===== src/rtl/feeder_pkg.sv =====
// rtl/feeder_pkg.sv - shared state encoding, counter width and timing defaults for the feeder
package feeder_pkg;

  localparam int CNT_W         = 4;
  localparam int FOOD_TIME_DEF = 10;
  localparam int COOLDOWN_DEF  = 4;

  typedef enum logic [1:0] {
    ST_IDLE     = 2'd0,
    ST_DISPENSE = 2'd1,
    ST_COOL     = 2'd2
  } state_t;

endpackage


===== src/rtl/window_timer.sv =====
// rtl/window_timer.sv - window/cooldown counter with load, enable and terminal-count flag
module window_timer
  import feeder_pkg::*;
(
  input  logic             clock,
  input  logic             reset,
  input  logic             load,
  input  logic             enable,
  input  logic [CNT_W-1:0] limit,
  output logic [CNT_W-1:0] count,
  output logic             tc
);

  // load wins over enable so a phase change always restarts from zero
  always_ff @(posedge clock) begin
    if (!reset) begin
      count <= '0;
    end else if (load) begin
      count <= '0;
    end else if (enable) begin
      count <= count + 1'b1;
    end
  end

  assign tc = (count == limit);

endmodule


===== src/rtl/feed_scheduler.sv =====
// rtl/feed_scheduler.sv - round-robin feeder scheduler: dispense window, abort and cooldown
module feed_scheduler
  import feeder_pkg::*;
#(
  parameter int NREQ      = 3,
  parameter int FOOD_TIME = FOOD_TIME_DEF,
  parameter int COOLDOWN  = COOLDOWN_DEF
) (
  input  logic             clock,
  input  logic             reset,
  input  logic [NREQ-1:0]  req,
  input  logic             stop,
  output logic [NREQ-1:0]  grant,
  output logic             motor_on,
  output logic             done,
  output logic [1:0]       done_id,
  output logic             busy,
  output logic [CNT_W-1:0] count_out
);

  localparam logic [CNT_W-1:0] WIN_LAST  = CNT_W'(FOOD_TIME - 1);
  localparam logic [CNT_W-1:0] COOL_LAST = CNT_W'((COOLDOWN == 0) ? 0 : COOLDOWN - 1);

  state_t            state;
  logic [1:0]        last_grant;
  logic [1:0]        pick_idx;
  logic              pick_valid;
  logic [NREQ-1:0]   pick_onehot;
  logic [2:0]        sum;
  logic              abort;
  logic              win_tc;
  logic              tmr_load;
  logic              tmr_enable;
  logic [CNT_W-1:0]  tmr_limit;

  assign abort = stop || !(|(req & grant));

  // search starts one past the last winner and wraps modulo NREQ
  always_comb begin
    pick_valid  = 1'b0;
    pick_idx    = '0;
    pick_onehot = '0;
    sum         = '0;
    for (int off = 1; off <= NREQ; off++) begin
      sum = {1'b0, last_grant} + 3'(off);
      if (sum >= 3'(NREQ)) sum = sum - 3'(NREQ);
      if (!pick_valid && req[sum[1:0]]) begin
        pick_valid = 1'b1;
        pick_idx   = sum[1:0];
      end
    end
    pick_onehot[pick_idx] = pick_valid;
  end

  always_comb begin
    tmr_load   = 1'b1;
    tmr_enable = 1'b0;
    tmr_limit  = WIN_LAST;
    case (state)
      ST_DISPENSE: begin
        tmr_load   = abort || win_tc;
        tmr_enable = 1'b1;
      end
      ST_COOL: begin
        tmr_limit  = COOL_LAST;
        tmr_load   = win_tc;
        tmr_enable = 1'b1;
      end
      default: ;
    endcase
  end

  window_timer u_timer (
    .clock  (clock),
    .reset  (reset),
    .load   (tmr_load),
    .enable (tmr_enable),
    .limit  (tmr_limit),
    .count  (count_out),
    .tc     (win_tc)
  );

  always_ff @(posedge clock) begin
    if (!reset) begin
      state      <= ST_IDLE;
      grant      <= '0;
      motor_on   <= 1'b0;
      done       <= 1'b0;
      done_id    <= '0;
      busy       <= 1'b0;
      last_grant <= 2'(NREQ - 1);
    end else begin
      done <= 1'b0;
      case (state)
        ST_IDLE: begin
          if (pick_valid && !stop) begin
            state      <= ST_DISPENSE;
            grant      <= pick_onehot;
            motor_on   <= 1'b1;
            busy       <= 1'b1;
            last_grant <= pick_idx;
          end
        end
        ST_DISPENSE: begin
          // an abort on the final cycle suppresses done
          if (abort || win_tc) begin
            grant    <= '0;
            motor_on <= 1'b0;
            if (!abort) begin
              done    <= 1'b1;
              done_id <= last_grant;
            end
            if (COOLDOWN == 0) begin
              state <= ST_IDLE;
              busy  <= 1'b0;
            end else begin
              state <= ST_COOL;
            end
          end
        end
        ST_COOL: begin
          if (win_tc) begin
            state <= ST_IDLE;
            busy  <= 1'b0;
          end
        end
        default: begin
          state    <= ST_IDLE;
          grant    <= '0;
          motor_on <= 1'b0;
          busy     <= 1'b0;
        end
      endcase
    end
  end

endmodule


===== config.mk =====
export PLATFORM = sky130hd
export DESIGN_NAME = feed_scheduler
export DESIGN_NICKNAME = d
export VERILOG_FILES = /design/src/rtl/feeder_pkg.sv /design/src/rtl/window_timer.sv /design/src/rtl/feed_scheduler.sv
export SDC_FILE = /design/constraint.sdc
export NUM_CORES = 1
export LEC_CHECK = 0
export BUFFER_PORTS_ARGS = -buffer_cell sky130_fd_sc_hd__buf_2
export CAP_MARGIN = 20
export CORE_MARGIN = 2
export CORE_UTILIZATION = 54
export DETAILED_ROUTE_END_ITERATION = 16
export PLACE_DENSITY_LB_ADDON = 0.3
export SYNTH_ARGS = -nofsm -noshare
export SYNTH_HDL_FRONTEND = slang
export SYNTH_SLANG_ARGS = --single-unit

===== constraint.sdc =====
create_clock -name clock -period 2.82 [get_ports clock]
set_clock_uncertainty 0.05 [all_clocks]
set_input_delay 0.141 -clock clock [delete_from_list [all_inputs] [get_ports clock]]
set_output_delay 0.141 -clock clock [all_outputs]
set_load 0.1 [all_outputs]

== After elaboration in Yosys (flattened, before gate mapping) ==
Cells that the tools add are included.
Storage, ports and cells
  output and inout port bits: 12
  word-level logic and storage cells: 88
  input bits: 6
  bits in registers: 16
Operators by class
  bitwise logic cells: 6
  eq/ne operators: 6
  $lt $le $gt $ge: 8
  add/subtract/negate cells: 7
  mux-type cells: 33
  reduce and logical (&&, ||, !) cells: 20
Operators by type and width (number)
  $mux W2: 9
  $reduce_and A3 Y1: 5
  $lt A2 B3 Y1 const B: 4
  $mux W1: 12
  $ge A3 B2 Y1 const B: 3
  $pmux W3 S3: 1
  $add A2 B2 Y3 const B: 2
  $and A3 B3 Y3: 2
  $bmux W1 S2: 3
  $mux W3: 2
  $ne A2 B2 Y1 const B: 3
  $pmux W1 S3: 2
  $pmux W2 S3: 1
  $sub A2 B2 Y2 const B: 3
  $add A4 B1 Y4 const B: 1
  $eq A4 B4 Y1: 1
  $logic_and A1 B1 Y1: 4
  $logic_not A1 Y1: 4
  $mux W4: 1
  $not A1 Y1: 4
  $reduce_or A2 Y1: 2
  $add A2 B1 Y3 const B: 1
  $reduce_or A3 Y1: 1
  $demux W1 S2: 1
  7 further kinds: 8

== Logic depth before layout (Yosys ltp) ==
Gate-level depths: netlist of the first run.
  depth after elaboration: 19
  mapped depth: 8
  mapped depth without buffers: 7

== Hierarchy ==
A second synthesis of the first run with hierarchy kept.
Unflattened totals
  cell total of the unflattened synthesis: 119
  area, all modules: 1021.0 sq um
Modules (own cells, without submodules)
  feed_scheduler: times used 1, seq. area each 240.2 sq um, cells each 97, area each 799.5 sq um
  window_timer: times used 1, seq. area each 80.1 sq um, cells each 22, area each 221.5 sq um

== Worst setup path after synthesis of the first run ==
OpenSTA, ideal clock, no wires.
  path kind: reg-to-reg
  from: register u_timer.count[3]
  to: register u_timer.count[0]
  library setup time: 0.160 ns
  period minus slack after synthesis: 2.303 ns
  path buffers: 0
  required time: 2.610 ns
  arrival time: 2.093 ns
  slack: 0.517 ns
  cell stages (with the launch flop): 6
  path through: dfxtp_1 -> or3b_1 -> a21oi_2 -> nor3_1 -> o211a_1 -> nor2b_1
Between the ends
  word-level cells in the longest chain between the ends: 4
RTL lines
  start: declaration: RTL line window_timer.sv:10  | output logic [CNT_W-1:0] count,
  start signal: assignment: RTL line window_timer.sv:21  | count <= count + 1'b1;
  $eq A4 B4 Y1 *: RTL line window_timer.sv:25  | assign tc = (count == limit);
  $logic_or A1 B1 Y1: RTL line feed_scheduler.sv:61  | tmr_load = abort || win_tc;
  $pmux W1 S2 *: RTL line feed_scheduler.sv:59  | case (state)
  $reduce_or A2 Y1 (no source line) *
Mark *: on every way between the ends. The rest lies on a longest branch, timed or not.
A chain may end at the register's enable or synchronous reset.

== Final worst setup path of the first run ==
  from: register last_grant[0]
  to: register motor_on
Between the ends
  word-level cells in the longest chain between the ends: 15
  elaborated cells between the ends (all ways): 28
  classes of those cells: add/sub: 6; order compare: 3; eq/ne: 1; mux: 12; reduce/logical: 6
RTL lines
  start: declaration: RTL line feed_scheduler.sv:25  | logic [1:0] last_grant;
  start signal: assignment: RTL line feed_scheduler.sv:91  | last_grant <= 2'(NREQ - 1);
  start signal: assignment: RTL line feed_scheduler.sv:101  | last_grant <= pick_idx;
  $add A2 B1 Y3: RTL line feed_scheduler.sv:45  | sum = {1'b0, last_grant} + 3'(off);
  $ge A3 B2 Y1 or $sub A2 B2 Y2 (tied branches): RTL line feed_scheduler.sv:46  | if (sum >= 3'(NREQ)) sum = sum - 3'(NREQ);
  $mux W2: RTL line feed_scheduler.sv:46
  $bmux W1 S2: RTL line feed_scheduler.sv:47  | if (!pick_valid && req[sum[1:0]]) begin
  $mux W1 (implied by the code): RTL line feed_scheduler.sv:47
  $mux W1: RTL line feed_scheduler.sv:47
  $logic_not A1 Y1: RTL line feed_scheduler.sv:47
  $logic_and A1 B1 Y1: RTL line feed_scheduler.sv:47
  $mux W1: RTL line feed_scheduler.sv:47
  $logic_not A1 Y1: RTL line feed_scheduler.sv:47
  $logic_and A1 B1 Y1: RTL line feed_scheduler.sv:47
  $mux W1 *: RTL line feed_scheduler.sv:47
  $logic_and A1 B1 Y1 *: RTL line feed_scheduler.sv:96  | if (pick_valid && !stop) begin
  $ne A2 B2 Y1 (no source line) *
  $reduce_and A3 Y1 (no source line) *
  end signal: assignment: RTL line feed_scheduler.sv:87  | motor_on <= 1'b0;
  end signal: assignment: RTL line feed_scheduler.sv:99  | motor_on <= 1'b1;
  end signal: assignment: RTL line feed_scheduler.sv:108  | motor_on <= 1'b0;
  end: declaration: RTL line feed_scheduler.sv:14  | output logic motor_on,
Mark *: on every way between the ends. The rest lies on a longest branch, timed or not. The select of a mux whose other input is x is not followed.

==> results of run 1 <==
[through the flow]
stage	utilization, %	setup slack (ps)	power (mW)	instances
2_1_floorplan	-	517.4	0.9880	115
4_1_cts	65.46	441.4	1.219	157
3_5_place_dp	64.18	471.2	1.100	154
5_1_grt	65.46	265.8	1.293	157
6_report	65.46	403.9	1.215	157
3_3_place_gp	64.18	584.5	1.082	154
[synthesized netlist by cell type, drive strengths merged, types with 4 or more instances]
cell type	number	area share, %
dfxtp	16	31
nor2	9	3.3
nand2	8	2.9
ha	7	8.5
inv	7	2.5
mux2i	6	5.8
nand2b	6	3.6
a21oi	5	3.1
o21ai	4	1.9
[layer usage]
| metal | share of wire, % | vias to the layer above | wire length (um) | global-route usage, % |
|---|---|---|---|---|
| met5 | 0 | - | 0 | 0 |
| met4 | 0.57 | 0 | 12 | 7.568 |
| met3 | 5.7 | 2 | 121 | 7.170 |
| met2 | 46 | 28 | 969 | 32.27 |
| met1 | 48 | 423 | 1007 | 27.11 |
| li1 | - | 458 | - | - |
[worst min-delay path by stage]
stage	startpoint	end	slack, ps	depth (start not counted)
2_1_floorplan	reset	grant[0]	300	2
3_3_place_gp	reset	last_grant[1]	400	2
3_5_place_dp	reset	last_grant[1]	410	2
4_1_cts	reset	last_grant[1]	110	2
5_1_grt	reset	last_grant[1]	120	2
6_report	reset	last_grant[1]	120	2
[cell families after synthesis]
group / after synthesis / synth area share, %
flip-flops: 16 / 30.92
XOR/XNOR: 2 / 1.691
buffers and inverters: 10 / 4.468
multiplexers: 7 / 6.884
adder cells (fa/ha/maj): 7 / 8.454
AND/OR/NAND/NOR: 40 / 20.53
AO/OA/AOI/OAI: 33 / 27.05
[worst max-delay path, stage by stage (launching register included)]
cell and delay, ps:
dfxtp_1 440, inv_1 130, ha_1 450, mux2i_1 270, o22ai_2 180, o31ai_4 440
nor2_1 100, o221a_2 250
[placed cells by master (no fill, tap or decap), types with 2 or more instances in the layout]
cell type / count
mux2i_1: 6
ha_1: 7
a21oi_1: 3
nand2b_1: 6
nand3b_1: 2
o31ai_1: 2
clkbuf_4: 3
nor3_1: 3
nor2_1: 9
inv_1: 7
nand2_1: 8
o211a_1: 3
dfxtp_1: 16
a31oi_1: 2
xnor2_1: 2
o211ai_1: 2
nor2b_1: 3
o221a_2: 2
o21ai_0: 4
a21oi_2: 2
a21boi_0: 2
and2_1: 3
buf_2: 17
[layout make-up]
class | instances | share of cell area (%)
Multi-Input combinational cell | 89 | 57.96
Clock buffer | 3 | 1.950
Inverter | 7 | 2.275
Tap cell | 25 | 2.709
Sequential cell | 16 | 27.74
Timing Repair Buffer | 17 | 7.367
[report_power, final]
part           internal, mW  switching [mW]
clock network        0.0496          0.0634
registers             0.281          0.0471
logic                 0.227           0.547
total                 0.557           0.658
[registers in the layout (all words and copies together) (netlist names)]
register / cells
done_id: 2
u_timer.count: 4
state: 2
last_grant: 2
motor_on: 1
busy: 1
done: 1
grant: 3
==> key figures, run 1 <==
Setup path
  • FF-to-FF End: motor_on
  • Worst Setup EP: motor_on
  • R2R depth: 7
  • Arrival @ worst endpoint: 2540 ps
  • Worst Setup Start Kind: flip-flop
  • CP endpoint kind: flip-flop
  • Crit Path Class: flip-flop to flip-flop
  • Worst R2R Start: last_grant[0]
  • Crit. Startpoint: last_grant[0]
  • Critical path fanouts, max: 9
  • FF-to-FF setup slack: 400 ps
  • Worst Path Required: 2950 ps

Layout
  • Design area: about 1200 sq um
  • Antenna cell count: 0
  • Number of fill cells in the layout: between 150 and 200
  • Layout area overhead: 11.47%
  • Nets: roughly 150
  • Multi-input gate area: about 670 sq um
  • Layout cells sized above 1: 22.73%
  • Register area: 320.3 sq um

Timing
  • Tcrit/Tclk final: 85.68%
  • Setup TNS: 0 ps
  • WHS: about 120 ps
  • Hold Vio Cnt, Final: 0
  • Slew @ Worst Pin: between 600 and 700 ps
  • Post-layout minimum cycle time: 2416 ps
  • F_max: 0.4139 GHz
  • Max-slew violation count: 0
  • Unrepaired setup endpoints after global routing: no
  • # setup viols final: 0
  • Slew HR: 59.28%

Global routing
  • Initial antenna violation count: 0
  • Total track usage: approximately a fifth
  • Number of global-route vias before repair: 768
  • Pin count of the biggest net entering global routing: 13
  • GR Overflow Total: 0
  • First-pass GRT wire length: between 3000 and 4000 um

Clock tree
  • CTS root buffer: clkbuf_4
  • CTS sink cnt: 16
  • H-tree depth: 1
  • Post_cts resized: 0
  • Clock transition at path regs: about 80 ps
  • Post-CTS Setup Inserts: 0
  • Num CTS Buffers: 3
  • Maximum clock insertion buffer count: 2
  • Worst-Skew Late Latency: 280 ps
  • CTS tree: yes
  • # hold bufs at CTS: 0

Synth
  • Synth warn: 0
  • Post-synth net total: 128
  • #FFs+latches synth: 16
  • Synth Flop Type: dfxtp_1
  • Unique cell type count in the Yosys netlist: between 40 and 50
  • Syn_area_per_cell: 9.009 sq um
  • Register area share after synthesis: a little under a third
  • Post-synth ARST share: 0%
  • Number of synthesized flops with an enable pin: 0
  • Post-synthesis instance total: between 100 and 150
  • Synth Cell Area: 1036 sq um

Die
  • Die Y-Extent: 47.80 um
  • Die area: 2285 sq um
  • IO Count: 18
  • Die width: 47.80 um
  • Core area: 1764 sq um
  • Initial Util: 58.72%
  • Core Rows: 15

Drt
  • Vias per cell: 5.803
  • Initial drt markers: 29
  • DRT Pass-1 Iters: 5
  • Vias: 911
  • # DRC: 0
  • Total wire length: ~2100 um
  • Wire per inst: 13.44 um
  • Antenna Nets Post-Route: 0

Pwr
  • Leakage: 0.5577 nW
  • Worst vdd rail ir drop: 0.8193 mV
  • Pwr dens: 1052 nW/um^2

Placed design
  • Port Buffers: 17
  • Placer congestion estimate: 0.8818
  • HPWL after DPL: roughly 1600 um
  • Placed Area: 1132 sq um

Job
  • Max-Cap Viols: 0

Min path
  • Min-Delay Path Class: primary input to flip-flop

Status
  • Outcome: finished, final reports clean
(Power assumes the default switching activity.)
==> inputs of run 2 (changes only) <==
==> constraint.sdc (replaced) <==
create_clock -name clock -period 2.4 [get_ports clock]
set_clock_uncertainty 0.05 [all_clocks]
set_input_delay 0.12 -clock clock [delete_from_list [all_inputs] [get_ports clock]]
set_output_delay 0.12 -clock clock [all_outputs]
set_load 0.05 [all_outputs]
==> key figures, run 2 (synthesis gave the netlist of run 1 again) <==
Timing
  • WHS: 86.06 ps (was 117.6 ps)
  • Setup TNS: 0 ps (unchanged)
  • Slew HR: 58.79% (was 59.28%)
  • Slew @ Worst Pin: 618.1 ps (was 610.8 ps)
  • Post-layout minimum cycle time: 2224 ps (was 2416 ps)
  • Hold Vio Cnt, Final: 0 (unchanged)
  • F_max: 0.4496 GHz (was 0.4139 GHz)
  • Tcrit/Tclk final: 92.68% (was 85.68%)
  • # setup viols final: 0 (unchanged)
  • Max-slew violation count: 0 (unchanged)
  • Unrepaired setup endpoints after global routing: no (unchanged)

Setup path
  • Arrival @ worst endpoint: 2350 ps (was 2540 ps)
  • Worst Path Required: 2530 ps (was 2950 ps)
  • Crit Path Class: flip-flop to flip-flop (unchanged)
  • Critical path fanouts, max: 9 (unchanged)
  • Worst Setup Start Kind: flip-flop (unchanged)
  • Crit. Startpoint: last_grant[1] (was last_grant[0])
  • CP endpoint kind: flip-flop (unchanged)
  • Worst R2R Start: last_grant[1] (was last_grant[0])

Layout
  • Number of fill cells in the layout: 169 (unchanged)
  • Antenna cell count: 0 (unchanged)
  • Top Registers: u_timer.count (4), grant (3) (unchanged)
  • Nets: 149 (was 147)
  • Commonest non-fill, non-tap cells in the layout: buf_2, dfxtp_1, nor2_1 (unchanged)
  • Final Non-Filler Cells: 159 (was 157)
  • Layout cells sized above 1: 23.88% (was 22.73%)
  • Max reg flops: 4 (unchanged)
  • Commonest non-fill, non-tap cell in the layout: buf_2 (unchanged)
  • Biggest register: u_timer.count (unchanged)
  • Layout area overhead: 12.92% (was 11.47%)
  • Core Util, Final: 66.31% (was 65.46%)

Global routing
  • Total track usage: 21.15% (was 20.94%)
  • Initial antenna violation count: 0 (unchanged)
  • Pin count of the biggest net entering global routing: 13 (unchanged)
  • First-pass GRT wire length: 3429 um (was 3263 um)
  • GR Overflow Total: 0 (unchanged)
  • Number of global-route vias before repair: 823 (was 768)

Clock tree
  • Post_cts resized: 0 (unchanged)
  • CTS tree: yes (unchanged)
  • Num CTS Buffers: 3 (unchanged)
  • H-tree depth: 1 (unchanged)
  • Worst-Skew Late Latency: 280 ps (about the same)
  • CTS root buffer: clkbuf_4 (unchanged)
  • Clock transition at path regs: 90 ps (was 80 ps)
  • CTS sink cnt: 16 (unchanged)
  • Maximum clock insertion buffer count: 2 (unchanged)
  • Post-CTS Setup Inserts: 0 (unchanged)
  • # hold bufs at CTS: 0 (unchanged)

Pwr
  • Clk network pwr share: 10.9% (was 9.3%)
  • Reg power frac: 29.5% (was 27.0%)
  • Worst vdd rail ir drop: 0.6031 mV (was 0.8193 mV)
  • Pint: 0.6648 mW (was 0.5574 mW)
  • Sw Ratio: 48.15% (was 54.12%)
  • Leakage: 0.5676 nW (was 0.5577 nW)
  • Pwr dens: 1096 nW/um^2 (was 1052 nW/um^2)
  • Combinational Power Share: 59.6% (was 63.7%)
  • Switching pwr: 0.6173 mW (was 0.6576 mW)

Drt
  • Uppermost layer routed: met4 (unchanged)
  • Antenna Nets Post-Route: 0 (unchanged)
  • Vias per cell: 5.692 (was 5.803)
  • Vias: 905 (was 911)
  • DRT Pass-1 Iters: 4 (was 5)
  • # DRC: 0 (unchanged)
  • Routed met2 length: 919 um (was 969 um)
  • Wire per inst: 12.81 um (was 13.44 um)
  • Total wire length: 2037 um (was 2110 um)
  • Met3 wire length: 133 um (was 121 um)
  • Initial drt markers: 11 (was 29)
  • Routed length on met1: 971 um (was 1007 um)

Placed design
  • Placed insts: 156 (was 154)
  • Port Buffers: 17 (unchanged)
  • HPWL after DPL: 1578 um (was 1635 um)
  • Placer congestion estimate: 0.8349 (was 0.8818)

Job
  • Max-Cap Viols: 0 (unchanged)

Min path
  • Hold path start: reset (unchanged)
  • Min-Delay Path Class: primary input to flip-flop (unchanged)

Die
  • Core area: 1764 sq um (unchanged)
  • Initial Util: 58.72% (unchanged)
  • Core Rows: 15 (unchanged)
  • Die area: 2285 sq um (unchanged)
  • Die width: 47.80 um (unchanged)
  • IO Count: 18 (unchanged)
  • Die Y-Extent: 47.80 um (unchanged)

Status
  • Outcome: finished, final reports clean (unchanged)
run 2: cell count changes in the layout (fill, tap and decap cells not counted):
cell / change
buf_4: +2
run 2: power groups by stage:
stage / sequential, mW / clock, mW / combinational, mW
finish: 0.379 / 0.140 / 0.764
CTS: 0.380 / 0.145 / 0.763
global placement: 0.382 / 0 / 0.747
floorplan: 0.525 / 0 / 0.481
detailed placement: 0.386 / 0 / 0.759
global route: 0.388 / 0.154 / 0.833
run 2: per-layer routing:
| metal | vias to the layer above | GRT usage [%] |
|---|---|---|
| li1 | 464 | - |
| met3 | 2 | 4.151 |
| met1 | 410 | 29.20 |
| met2 | 29 | 33.07 |
| met5 | - | 0 |
| met4 | 0 | 7.027 |
run 2: worst paths after layout:
kind / depth (start not counted) / end / slack (ps)
setup / recovery: 7 / motor_on / 180
hold / removal: 2 / last_grant[1] / 90
setup reg to reg: 7 / motor_on / 180
hold reg to reg: 2 / grant[1] / 430
run 2: per-stage QoR:
step | cell area, sq um | setup WS [ps] | power (mW)
floorplan | 1036 | 306.1 | 1.006
global placement | 1147 | 295.7 | 1.129
detailed placement | 1147 | 208.3 | 1.144
CTS | 1170 | 184.3 | 1.288
global route | 1170 | 16.65 | 1.375
finish | 1170 | 175.6 | 1.282
run 2: area by class of cell:
| cell class | count | area (sq um) | share of cell area (%) |
|---|---|---|---|
| clock buffer | 3 | 22.52 | 1.925 |
| inverter | 7 | 26.28 | 2.246 |
| multi-input combinational | 89 | 669.4 | 57.22 |
| sequential | 16 | 320.3 | 27.38 |
| tap | 25 | 31.28 | 2.674 |
| timing repair buffer | 19 | 100.1 | 8.556 |
run 2: worst max-delay path, cell delays in order, from the launching register on:
cell	delay [ps]
dfxtp_1	380
inv_1	80
ha_1	420
inv_1	130
o211a_1	310
o31ai_4	410
nor2_1	90
o221a_2	250
==> inputs of run 3 (changes only) <==
--- a/config.mk
+++ b/config.mk
@@ -7,2 +7,3 @@
 export LEC_CHECK = 0
+export ABC_AREA = 1
 export BUFFER_PORTS_ARGS = -buffer_cell sky130_fd_sc_hd__buf_2
--- a/constraint.sdc
+++ b/constraint.sdc
@@ -4,2 +4,2 @@
 set_output_delay 0.12 -clock clock [all_outputs]
-set_load 0.05 [all_outputs]
+set_load 0.01 [all_outputs]
==> key figures, run 3 <==
Clock tree
  • Post-CTS Setup Inserts: 0 (unchanged)
  • CTS sink cnt: 16 (unchanged)
  • Worst-Skew Late Latency: 280 ps (about the same)
  • # hold bufs at CTS: 0 (unchanged)
  • Maximum clock insertion buffer count: 2 (unchanged)
  • CTS tree: yes (unchanged)
  • Num CTS Buffers: 3 (unchanged)
  • Post_cts resized: 0 (unchanged)
  • H-tree depth: 1 (unchanged)
  • CTS root buffer: clkbuf_4 (unchanged)
  • Clock transition at path regs: 80 ps (was 90 ps)

Layout
  • Commonest non-fill, non-tap cell in the layout: nand2_1 (was buf_2)
  • Max reg flops: 4 (unchanged)
  • Layout cells sized above 1: 26.32% (was 23.88%)
  • Top Registers: u_timer.count (4), grant (3) (unchanged)
  • Nets: 185 (was 149)
  • Antenna cell count: 0 (unchanged)
  • Final Non-Filler Cells: 198 (was 159)
  • Number of fill cells in the layout: 191 (was 169)
  • Commonest non-fill, non-tap cells in the layout: nand2_1, inv_1, buf_2 (was buf_2, dfxtp_1, nor2_1)
  • Layout area overhead: 13.51% (was 12.92%)
  • Biggest register: u_timer.count (unchanged)

Timing
  • Max-slew violation count: 0 (unchanged)
  • Slew @ Worst Pin: 384.4 ps (was 618.1 ps)
  • F_max: 0.4774 GHz (was 0.4496 GHz)
  • Unrepaired setup endpoints after global routing: no (unchanged)
  • Post-layout minimum cycle time: 2095 ps (was 2224 ps)
  • Setup TNS: 0 ps (unchanged)
  • Hold Vio Cnt, Final: 0 (unchanged)
  • Slew HR: 74.35% (was 58.79%)
  • # setup viols final: 0 (unchanged)
  • Tcrit/Tclk final: 87.28% (was 92.68%)

Synth
  • Commonest cells post-synth: nand2_1, inv_1, dfxtp_1 (was dfxtp_1, nor2_1, nand2_1)
  • Unique cell type count in the Yosys netlist: 25 (was 42)
  • Synth Cell Area: 1065 sq um (was 1036 sq um)
  • Area contributors post-synth: dfxtp_1, nand2_1, ha_1 (was dfxtp_1, ha_1, mux2i_1)
  • Synth warn: 0 (unchanged)
  • Most common cell in the netlist: nand2_1 (was dfxtp_1)
  • Post-synth net total: 164 (was 128)
  • Largest area contributor in the netlist: dfxtp_1 (unchanged)
  • Post-synth ARST share: 0% (unchanged)
  • Synth Flop Type: dfxtp_1 (unchanged)
  • Post-synthesis instance total: 151 (was 115)
  • Yosys top cell area share: 30.08% (was 30.92%)
  • Syn_area_per_cell: 7.051 sq um (was 9.009 sq um)
  • #FFs+latches synth: 16 (unchanged)
  • Register area share after synthesis: 30.08% (was 30.92%)
  • Number of synthesized flops with an enable pin: 0 (unchanged)

Status
  • Outcome: finished, final reports clean (unchanged)

Die
  • Die width: 48.41 um (was 47.80 um)
  • Core area: 1902 sq um (was 1764 sq um)
  • IO Count: 18 (unchanged)
  • Die area: 2343 sq um (was 2285 sq um)
  • Die Y-Extent: 48.41 um (was 47.80 um)
  • Initial Util: 55.99% (was 58.72%)
  • Core Rows: 16 (was 15)

Setup path
  • Slowest cell on the critical path: ha_1 (unchanged)
  • Worst Path Required: 2530 ps (about the same)
  • Worst Setup Start Kind: flip-flop (unchanged)
  • Crit Path Class: flip-flop to flip-flop (unchanged)
  • Crit-path cells: inv_2, ha_1, nand2_1, nand3_2, nand2_4, nand3_4, nand2_4, nand2_4, nand2_2, nor2_4, nand2_2, nand2_1, nor2_2 (was inv_1, ha_1, inv_1, o211a_1, o31ai_4, nor2_1, o221a_2)
  • Arrival @ worst endpoint: 2220 ps (was 2350 ps)
  • Largest stage delay on the critical path: 510 ps (was 420 ps)
  • Most common cell type on the critical path: nand2_4 (was inv_1)
  • Critical path fanouts, max: 9 (unchanged)
  • CP endpoint kind: flip-flop (unchanged)

Job
  • Max-Cap Viols: 0 (unchanged)

Placed design
  • Placed insts: 194 (was 156)
  • HPWL after DPL: 1725 um (was 1578 um)
  • Placer congestion estimate: 0.8760 (was 0.8349)
  • Port Buffers: 17 (unchanged)

Pwr
  • Combinational Power Share: 62.6% (was 59.6%)
  • Worst vdd rail ir drop: 0.6535 mV (was 0.6031 mV)
  • Sw Ratio: 50.11% (was 48.15%)
  • Pint: 0.7504 mW (was 0.6648 mW)
  • Switching pwr: 0.7537 mW (was 0.6173 mW)
  • Leakage: 0.6178 nW (was 0.5676 nW)
  • Pwr dens: 1244 nW/um^2 (was 1096 nW/um^2)
  • Reg power frac: 25.8% (was 29.5%)
  • Clk network pwr share: 11.6% (was 10.9%)

Drt
  • # DRC: 0 (unchanged)
  • DRT Pass-1 Iters: 4 (unchanged)
  • Vias per cell: 4.864 (was 5.692)
  • Wire per inst: 10.56 um (was 12.81 um)
  • Total wire length: 2090 um (was 2037 um)
  • Initial drt markers: 21 (was 11)
  • Vias: 963 (was 905)
  • Antenna Nets Post-Route: 0 (unchanged)

Global routing
  • Number of global-route vias before repair: 924 (was 823)
  • Initial antenna violation count: 0 (unchanged)
  • Pin count of the biggest net entering global routing: 10 (was 13)
  • Total track usage: 20.33% (was 21.15%)
  • First-pass GRT wire length: 3843 um (was 3429 um)
  • GR Overflow Total: 0 (unchanged)

Min path
  • Min-Delay Path Class: primary input to flip-flop (unchanged)
==> run 3: changes by cell type after synthesis, sizes merged, moves of 6 or more <==
cell    delta
nand2     +35
inv       +17
nand3     +16
a21oi      +6
mux2i      -6
nand2b     -6
nor2       +6
==> run 3: worst paths after layout <==
check / from / end / cells after the start / slack [ps]
max: last_grant[0] / state[1] / 13 / 310
min: reset / busy / 3 / 80
max reg2reg: last_grant[0] / state[1] / 13 / 310
min reg2reg: done_id[1] / done_id[1] / 2 / 390
==> run 3: worst max-delay path, delay by kind of cell (launching register included) <==
family,cells,cell delay (ps)
buf+inv,1,90
flops,1,450
fa+ha+maj,1,510
simple gates,11,900
==> run 3: kinds of logic after synthesis <==
| family | count (synthesis) | share of synthesized area [%] |
|---|---|---|
| DFF | 16 | 30.08 |
| xor gates and xnor gates | 2 | 1.645 |
| AOI/OAI and AO/OA | 20 | 10.22 |
| and+or+nand+nor | 79 | 39.13 |
| buffers and inverters | 27 | 10.69 |
| adders and majority gates | 7 | 8.225 |
==> run 3: through the flow <==
stage | util (%) | cell area, sq um | worst slack, ps | power, mW | hold WS [ps]
floorplan | - | 1065 | 576.9 | 1.166 | 193.6
global placement | 61.64 | 1172 | 428.4 | 1.295 | 373.6
detailed placement | 61.64 | 1172 | 325.4 | 1.331 | 376.3
CTS | 63.55 | 1209 | 312.6 | 1.509 | 75.02
global route | 63.55 | 1209 | 100.1 | 1.656 | 97.04
finish | 63.55 | 1209 | 305.4 | 1.504 | 80.58
==> run 3: layer usage <==
| metal | vias to the layer above | track usage, % | routed length (um) |
|---|---|---|---|
| met1 | 424 | 26.56 | 1038 |
| met5 | - | 0 | 0 |
| met2 | 16 | 34.49 | 963 |
| met4 | 0 | 4.286 | 25 |
| li1 | 519 | - | - |
| met3 | 4 | 4.630 | 62 |
==> run 3: final cells by class <==
type | count | area [sq um] | area share [%]
Inverter | 26 | 102.6 | 8.489
Sequential cell | 16 | 320.3 | 26.50
Clock buffer | 4 | 36.28 | 3.002
Multi-Input combinational cell | 108 | 630.6 | 52.17
Timing Repair Buffer | 17 | 85.08 | 7.039
Tap cell | 27 | 33.78 | 2.795
==> run 3: power by group through the flow <==
stage	logic (mW)	clock network, mW	registers [mW]
2_1_floorplan	0.766	0	0.400
3_3_place_gp	0.906	0	0.389
3_5_place_dp	0.937	0	0.394
4_1_cts	0.941	0.180	0.388
5_1_grt	1.07	0.193	0.398
6_report	0.942	0.174	0.388
